## config.mk

```make
export PLATFORM = sky130hd
export DESIGN_NAME = hazard_unit
export DESIGN_NICKNAME = d
export VERILOG_FILES = /design/src/rtl/pipeline_pkg.sv /design/src/rtl/hazard_unit_forwarding.sv /design/src/rtl/hazard_unit.sv
export SDC_FILE = /design/constraint.sdc
export NUM_CORES = 1
export LEC_CHECK = 0
export BUFFER_PORTS_ARGS = -buffer_cell sky130_fd_sc_hd__buf_2
export CAP_MARGIN = 20
export CORE_ASPECT_RATIO = 1.2
export CORE_MARGIN = 2
export CORE_UTILIZATION = 36
export CTS_CLUSTER_DIAMETER = 50
export DETAILED_ROUTE_END_ITERATION = 7
export PLACE_DENSITY = 0.86
export SLEW_MARGIN = 20
export SYNTH_ARGS = -nofsm -noshare
export SYNTH_HDL_FRONTEND = slang
export SYNTH_SLANG_ARGS = --single-unit
```

## constraint.sdc

```tcl
create_clock -name clk -period 1.9 [get_ports clk]
set_clock_uncertainty 0.2 [all_clocks]
set_input_delay 0.095 -clock clk [delete_from_list [all_inputs] [get_ports clk]]
set_output_delay 0.095 -clock clk [all_outputs]
set_load 0.05 [all_outputs]
```

## src/rtl/pipeline_pkg.sv

```systemverilog
// Shared types and constants for the RV32I pipeline control logic.
package pipeline_pkg;

  localparam int unsigned ADDR_WIDTH = 5;

  typedef enum logic [1:0] {
    FWD_REG = 2'b00,
    FWD_W   = 2'b01,
    FWD_M   = 2'b10
  } fwd_sel_t;

  typedef enum logic {
    RUN      = 1'b0,
    MEM_WAIT = 1'b1
  } hazard_state_t;

  // Stall/flush bundle delivered to the pipeline registers.
  typedef struct packed {
    logic stall_f;
    logic stall_d;
    logic stall_e;
    logic stall_m;
    logic flush_d;
    logic flush_e;
    logic flush_w;
  } hazard_ctrl_t;

endpackage

```

## src/rtl/hazard_unit_forwarding.sv

```systemverilog
// Execute-stage operand forwarding select for one source operand.
module forwarding_unit #(
  parameter int unsigned ADDR_WIDTH = pipeline_pkg::ADDR_WIDTH
) (
  input  logic [ADDR_WIDTH-1:0]  rs_e_i,
  input  logic [ADDR_WIDTH-1:0]  rd_m_i,
  input  logic                   reg_write_m_i,
  input  logic [ADDR_WIDTH-1:0]  rd_w_i,
  input  logic                   reg_write_w_i,
  output pipeline_pkg::fwd_sel_t fwd_sel_c_o
);
  import pipeline_pkg::*;

  logic hit_m_c;
  logic hit_w_c;

  // x0 is hard-wired zero, so a write to it never produces a bypass.
  assign hit_m_c = reg_write_m_i && (rd_m_i != '0) && (rd_m_i == rs_e_i);
  assign hit_w_c = reg_write_w_i && (rd_w_i != '0) && (rd_w_i == rs_e_i);

  // The younger M-stage result takes precedence over W.
  always_comb begin
    fwd_sel_c_o = FWD_REG;
    if (hit_m_c) begin
      fwd_sel_c_o = FWD_M;
    end else if (hit_w_c) begin
      fwd_sel_c_o = FWD_W;
    end
  end

endmodule

```

## src/rtl/hazard_unit.sv

```systemverilog
// Stall/flush/forward control with a memory-wait FSM and watchdog.
// Optional performance counters are built when HAZARD_PERF_EN is defined.
module hazard_unit #(
  parameter int unsigned ADDR_WIDTH = pipeline_pkg::ADDR_WIDTH,
  parameter int unsigned WAIT_LIMIT = 255
) (
  input  logic                  clk,
  input  logic                  rst,
  input  logic [ADDR_WIDTH-1:0] Rs1D,
  input  logic [ADDR_WIDTH-1:0] Rs2D,
  input  logic [ADDR_WIDTH-1:0] Rs1E,
  input  logic [ADDR_WIDTH-1:0] Rs2E,
  input  logic [ADDR_WIDTH-1:0] RdE,
  input  logic                  ResultSrcE0,
  input  logic                  PCSrcE,
  input  logic [ADDR_WIDTH-1:0] RdM,
  input  logic                  RegWriteM,
  input  logic [ADDR_WIDTH-1:0] RdW,
  input  logic                  RegWriteW,
  input  logic                  MemReqM,
  input  logic                  MemReadyM,
  output logic                  StallF,
  output logic                  StallD,
  output logic                  StallE,
  output logic                  StallM,
  output logic                  FlushD,
  output logic                  FlushE,
  output logic                  FlushW,
  output logic [1:0]            ForwardAE,
  output logic [1:0]            ForwardBE,
  output logic                  MemTimeout,
  output logic [31:0]           StallCycles,
  output logic [31:0]           FlushCount
);
  import pipeline_pkg::*;

  localparam int unsigned CNT_W = (WAIT_LIMIT == 0) ? 1 : $clog2(WAIT_LIMIT + 1);
  localparam logic [CNT_W-1:0] CNT_MAX = CNT_W'(WAIT_LIMIT);

  hazard_state_t    state_q, state_d;
  logic [CNT_W-1:0] waitcnt_q, waitcnt_d;
  logic             timeout_q, timeout_d;

  logic         memstall_c;
  logic         branch_c;
  logic         load_use_c;
  hazard_ctrl_t ctrl_c;
  fwd_sel_t     fwd_a_c;
  fwd_sel_t     fwd_b_c;

  assign memstall_c = MemReqM && !MemReadyM;
  assign branch_c   = PCSrcE && !memstall_c;
  // A taken branch squashes the dependent decode instruction, so no load-use stall with it.
  assign load_use_c = ResultSrcE0 && (RdE != '0) && ((RdE == Rs1D) || (RdE == Rs2D))
                      && !PCSrcE && !memstall_c;

  forwarding_unit #(.ADDR_WIDTH(ADDR_WIDTH)) u_fwd_a (
    .rs_e_i        (Rs1E),
    .rd_m_i        (RdM),
    .reg_write_m_i (RegWriteM),
    .rd_w_i        (RdW),
    .reg_write_w_i (RegWriteW),
    .fwd_sel_c_o   (fwd_a_c)
  );

  forwarding_unit #(.ADDR_WIDTH(ADDR_WIDTH)) u_fwd_b (
    .rs_e_i        (Rs2E),
    .rd_m_i        (RdM),
    .reg_write_m_i (RegWriteM),
    .rd_w_i        (RdW),
    .reg_write_w_i (RegWriteW),
    .fwd_sel_c_o   (fwd_b_c)
  );

  // FSM state, watchdog counter and sticky timeout flag.
  always_ff @(posedge clk) begin
    if (rst) begin
      state_q   <= RUN;
      waitcnt_q <= '0;
      timeout_q <= 1'b0;
    end else begin
      state_q   <= state_d;
      waitcnt_q <= waitcnt_d;
      timeout_q <= timeout_d;
    end
  end

  always_comb begin
    state_d   = state_q;
    waitcnt_d = waitcnt_q;
    timeout_d = timeout_q;
    unique case (state_q)
      RUN: begin
        if (memstall_c) begin
          state_d   = MEM_WAIT;
          waitcnt_d = '0;
        end
      end
      MEM_WAIT: begin
        if (MemReadyM) begin
          state_d   = RUN;
          waitcnt_d = '0;
        end else begin
          if (waitcnt_q != CNT_MAX) begin
            waitcnt_d = waitcnt_q + CNT_W'(1);
          end
          if (waitcnt_d == CNT_MAX) begin
            timeout_d = 1'b1;
          end
        end
      end
      default: state_d = RUN;
    endcase
  end

  // Priority: reset, memory stall, branch flush, load-use.
  always_comb begin
    ctrl_c = '0;
    if (rst) begin
      ctrl_c.flush_d = 1'b1;
      ctrl_c.flush_e = 1'b1;
      ctrl_c.flush_w = 1'b1;
    end else if (memstall_c) begin
      ctrl_c.stall_f = 1'b1;
      ctrl_c.stall_d = 1'b1;
      ctrl_c.stall_e = 1'b1;
      ctrl_c.stall_m = 1'b1;
      ctrl_c.flush_w = 1'b1;
    end else if (branch_c) begin
      ctrl_c.flush_d = 1'b1;
      ctrl_c.flush_e = 1'b1;
    end else if (load_use_c) begin
      ctrl_c.stall_f = 1'b1;
      ctrl_c.stall_d = 1'b1;
      ctrl_c.flush_e = 1'b1;
    end
  end

  assign StallF     = ctrl_c.stall_f;
  assign StallD     = ctrl_c.stall_d;
  assign StallE     = ctrl_c.stall_e;
  assign StallM     = ctrl_c.stall_m;
  assign FlushD     = ctrl_c.flush_d;
  assign FlushE     = ctrl_c.flush_e;
  assign FlushW     = ctrl_c.flush_w;
  assign ForwardAE  = rst ? FWD_REG : fwd_a_c;
  assign ForwardBE  = rst ? FWD_REG : fwd_b_c;
  assign MemTimeout = timeout_q;

`ifdef HAZARD_PERF_EN
  logic [31:0] stall_cycles_q, stall_cycles_d;
  logic [31:0] flush_count_q, flush_count_d;

  // Counters wrap naturally at 2^32; reset cycles are not counted as flushes.
  always_comb begin
    stall_cycles_d = stall_cycles_q;
    flush_count_d  = flush_count_q;
    if (ctrl_c.stall_f) begin
      stall_cycles_d = stall_cycles_q + 32'd1;
    end
    if (ctrl_c.flush_e) begin
      flush_count_d = flush_count_q + 32'd1;
    end
  end

  always_ff @(posedge clk) begin
    if (rst) begin
      stall_cycles_q <= '0;
      flush_count_q  <= '0;
    end else begin
      stall_cycles_q <= stall_cycles_d;
      flush_count_q  <= flush_count_d;
    end
  end

  assign StallCycles = stall_cycles_q;
  assign FlushCount  = flush_count_q;
`else
  assign StallCycles = '0;
  assign FlushCount  = '0;
`endif

endmodule

```

==> run_summary.xml <==
<?xml version="1.0" encoding="UTF-8"?>
<metrics>
  <group name="setup_path">
    <metric name="cp_data_arrival_time" unit="ps">1520</metric>
    <metric name="worstPathRequired" unit="ps">1600</metric>
    <metric name="reg2reg_depth" unit="">5</metric>
    <metric name="crit_path_max_fanout" unit="">3</metric>
    <metric name="critPathLaunchType" unit="">input port</metric>
    <metric name="worstSetupPathType" unit="">in2out</metric>
    <metric name="end_kind" unit="">primary output</metric>
  </group>
  <group name="global_routing">
    <metric name="gr-usage-met1" unit="%">15.42</metric>
    <metric name="antenna_violations_before_repair" unit="">0</metric>
    <metric name="overflow" unit="">0</metric>
    <metric name="number_of_global_route_vias_before_repair" unit="">1244</metric>
    <metric name="global_route.usage.met3" unit="%">2.954</metric>
    <metric name="grt_usage" unit="%">14.34</metric>
    <metric name="grt_most_used_layer" unit="">met2</metric>
    <metric name="use_met2" unit="%">27.37</metric>
    <metric name="grt_pass1_wl" unit="microns">5430</metric>
    <metric name="grt_max_degree" unit="">15</metric>
  </group>
  <group name="place">
    <metric name="dp_cells" unit="">308</metric>
    <metric name="numPortBuffers" unit="">54</metric>
    <metric name="gpl.final_weighted_congestion" unit="">0.9175</metric>
    <metric name="dp_hpwl" unit="microns">2980</metric>
  </group>
  <group name="power_and_ir_drop">
    <metric name="p_int" unit="uW">448.0</metric>
    <metric name="power_density" unit="nW/um^2">539.2</metric>
    <metric name="switching_share" unit="%">52.64</metric>
    <metric name="power_frac_comb" unit="%">53.1</metric>
    <metric name="worst_ir_drop_vdd" unit="mV">0.2398</metric>
    <metric name="p_seq_share" unit="%">22.6</metric>
    <metric name="switchingPower" unit="uW">497.9</metric>
    <metric name="clkPwrFrac" unit="%">24.3</metric>
    <metric name="p_total" unit="uW">945.9</metric>
    <metric name="cellLeakagePower" unit="uW">0.0008531</metric>
  </group>
  <group name="clocking">
    <metric name="clock_path_buffers" unit="">2</metric>
    <metric name="cts_tree" unit="">done</metric>
    <metric name="cts_setup_buffers" unit="">0</metric>
    <metric name="cts.htree.levels" unit="">1</metric>
    <metric name="ctsRootBufferMaster" unit="">sky130_fd_sc_hd__clkbuf_8</metric>
    <metric name="clock_latency_on_the_worst_skew_pair" unit="ps">240</metric>
    <metric name="number_of_buffers_created_by_cts" unit="">3</metric>
    <metric name="clk_pin_slew_worst_paths" unit="ps">50</metric>
    <metric name="cts.sink_count" unit="">10</metric>
  </group>
  <group name="finish">
    <metric name="layout_common_cells" unit="">64 x sky130_fd_sc_hd__conb_1, 52 x sky130_fd_sc_hd__buf_2, 20 x sky130_fd_sc_hd__xor2_1</metric>
    <metric name="number_of_nets_in_the_layout" unit="">304</metric>
    <metric name="drive_gt1_share" unit="%">29.07</metric>
    <metric name="final_common_cell" unit="">sky130_fd_sc_hd__conb_1</metric>
    <metric name="area_growth" unit="%">14.82</metric>
    <metric name="multi_input_comb_area" unit="sq um">1081</metric>
    <metric name="final-seq-area" unit="sq um">200.2</metric>
    <metric name="finalNonFillerCells" unit="">312</metric>
    <metric name="fillers" unit="">423</metric>
    <metric name="antenna_cells" unit="">0</metric>
  </group>
  <group name="sta">
    <metric name="fin_crit_sh" unit="%">95.34</metric>
    <metric name="finalSetupViolations" unit="">0</metric>
    <metric name="achievable-frequency" unit="GHz">0.5520</metric>
    <metric name="finalHoldViolCount" unit="">0</metric>
    <metric name="grt_setup_unrepaired" unit="">false</metric>
    <metric name="setup-tns-final" unit="ps">0</metric>
    <metric name="final-max-slew-violation-count" unit="">0</metric>
    <metric name="fin_crit_period" unit="ps">1812</metric>
  </group>
  <group name="yosys">
    <metric name="ys.flop_type" unit="">sky130_fd_sc_hd__dfxtp_1</metric>
    <metric name="sequential_area_share_after_synthesis" unit="%">13.10</metric>
    <metric name="async_flop_share" unit="%">0</metric>
    <metric name="synth_cells" unit="">195</metric>
    <metric name="postSynthRegisterBits" unit="">10</metric>
    <metric name="synth_warnings" unit="">0</metric>
    <metric name="synth_enable_flop_cells" unit="">0</metric>
    <metric name="ys_types" unit="">40</metric>
    <metric name="synth.cell_area" unit="sq um">1528</metric>
    <metric name="syn_area_per_cell" unit="sq um">7.834</metric>
  </group>
  <group name="floorplanning">
    <metric name="initial_util" unit="%">38.16</metric>
    <metric name="io_pins" unit="">119</metric>
    <metric name="die_height" unit="microns">75.36</metric>
    <metric name="die_w" unit="microns">63.47</metric>
    <metric name="placement_rows" unit="">25</metric>
    <metric name="design.core.area" unit="sq um">4004</metric>
    <metric name="die-area" unit="sq um">4783</metric>
  </group>
  <group name="drt">
    <metric name="drt_wl_cell" unit="microns">11.42</metric>
    <metric name="drt_wl_total" unit="microns">3562</metric>
    <metric name="first_iter_violations" unit="">46</metric>
    <metric name="drcViolationCount" unit="">0</metric>
    <metric name="viasPerCell" unit="">4.644</metric>
    <metric name="drtPass1Iterations" unit="">4</metric>
    <metric name="route.antenna.remaining_nets" unit="">0</metric>
    <metric name="route.vias.total" unit="">1449</metric>
  </group>
  <group name="min_path">
    <metric name="timing.hold.worst_path_depth" unit="">3</metric>
    <metric name="min_path_type" unit="">in2reg</metric>
  </group>
  <group name="job">
    <metric name="cap_violations" unit="">0</metric>
  </group>
  <group name="outcome">
    <metric name="outcome" unit="">completed</metric>
  </group>
</metrics>
==> area by class of cell <==
class | count | share of cell area, %
Clock buffer | 3 | 2.354
Inverter | 3 | 0.6419
Multi-Input combinational cell | 178 | 61.63
Sequential cell | 10 | 11.41
Tap cell | 54 | 3.852
Timing Repair Buffer | 64 | 20.11
==> per-stage QoR <==
stage               utilization (%)  area [sq um]  worst slack, ps  hold WS [ps]
floorplan                         -          1789           -230.0         89.41
global placement              42.34          1695            36.97         225.2
detailed placement            42.34          1695            12.09         241.1
CTS                           43.63          1747            15.72         39.77
global route                  43.81          1754            29.05         65.40
finish                        43.81          1754            88.45         40.91
==> routing by layer <==
layer / up-vias / share of wire (%)
li1: 680 / -
met1: 662 / 33
met2: 93 / 55
met3: 14 / 9.7
met4: 0 / 1.8
met5: - / 0
==> synth_stat cells, types with 2 or more instances <==
cell type	count	share of area [%]
sky130_fd_sc_hd__or4_1	5	2.5
sky130_fd_sc_hd__nor4_2	2	1.6
sky130_fd_sc_hd__a41oi_1	2	1.1
sky130_fd_sc_hd__dfxtp_1	10	13
sky130_fd_sc_hd__xnor2_1	11	6.3
sky130_fd_sc_hd__buf_4	66	32
sky130_fd_sc_hd__nor3_1	6	2.0
sky130_fd_sc_hd__nand2b_1	3	1.2
sky130_fd_sc_hd__nor4_1	2	0.82
sky130_fd_sc_hd__o31ai_1	3	1.5
sky130_fd_sc_hd__a32o_1	2	1.3
sky130_fd_sc_hd__a21oi_1	9	2.9
sky130_fd_sc_hd__nand2_1	8	2.0
sky130_fd_sc_hd__or3_1	3	1.2
sky130_fd_sc_hd__xor2_1	20	11
sky130_fd_sc_hd__nor2_1	8	2.0
sky130_fd_sc_hd__o21ai_0	2	0.66
sky130_fd_sc_hd__nor2b_1	3	1.2
sky130_fd_sc_hd__nand3_1	4	1.3
sky130_fd_sc_hd__inv_1	3	0.74
sky130_fd_sc_hd__o211ai_1	2	0.98
sky130_fd_sc_hd__and3_1	2	0.82
sky130_fd_sc_hd__a31oi_1	2	0.82
==> critical path: stages <==
cell                      delay (ps)
sky130_fd_sc_hd__buf_2           100
sky130_fd_sc_hd__or4_1           520
sky130_fd_sc_hd__o21ai_2         180
sky130_fd_sc_hd__nor3_1          110
sky130_fd_sc_hd__nor4_4          270
sky130_fd_sc_hd__buf_4           230
==> sequential cells by signal, summed over array words and instances, names as in the netlist <==
name        cells
waitcnt_q       8
state_q         1
MemTimeout      1
==> kinds of logic after synthesis <==
kind of cell,Yosys count,synth area share [%]
flip-flops,10,13.10
buffers and inverters,70,33.42
XOR/XNOR,31,17.77
adder cells (fa/ha/maj),1,0.8189
other,1,0.2455
AO/OA/AOI/OAI,31,14.33
AND/OR/NAND/NOR,51,20.31
==> path summary, 6_finish.rpt <==
| kind | slack [ps] | to | start |
|---|---|---|---|
| max | 90 | ForwardBE[0] | RdM[0] |
| min | 40 | state_q | rst |
| max reg2reg | 140 | waitcnt_q[1] | waitcnt_q[1] |
| min reg2reg | 370 | waitcnt_q[1] | waitcnt_q[1] |
==> power groups by stage <==
stage | sequential, uW | combinational, uW | clock, uW
after floorplan | 218 | 504 | 0
after global placement | 218 | 492 | 0
after detailed placement | 218 | 498 | 0
after CTS | 214 | 500 | 227
after global routing | 214 | 529 | 238
final | 214 | 503 | 229
==> what timing repair did <==
action                                  in CTS  in global routing
gates resized for setup                      0                  5
endpoints found under the hold margin        1                  0
endpoints found under the setup margin       0                  3
hold buffers                                 1                  0
Power figures use the tool's default switching activity.
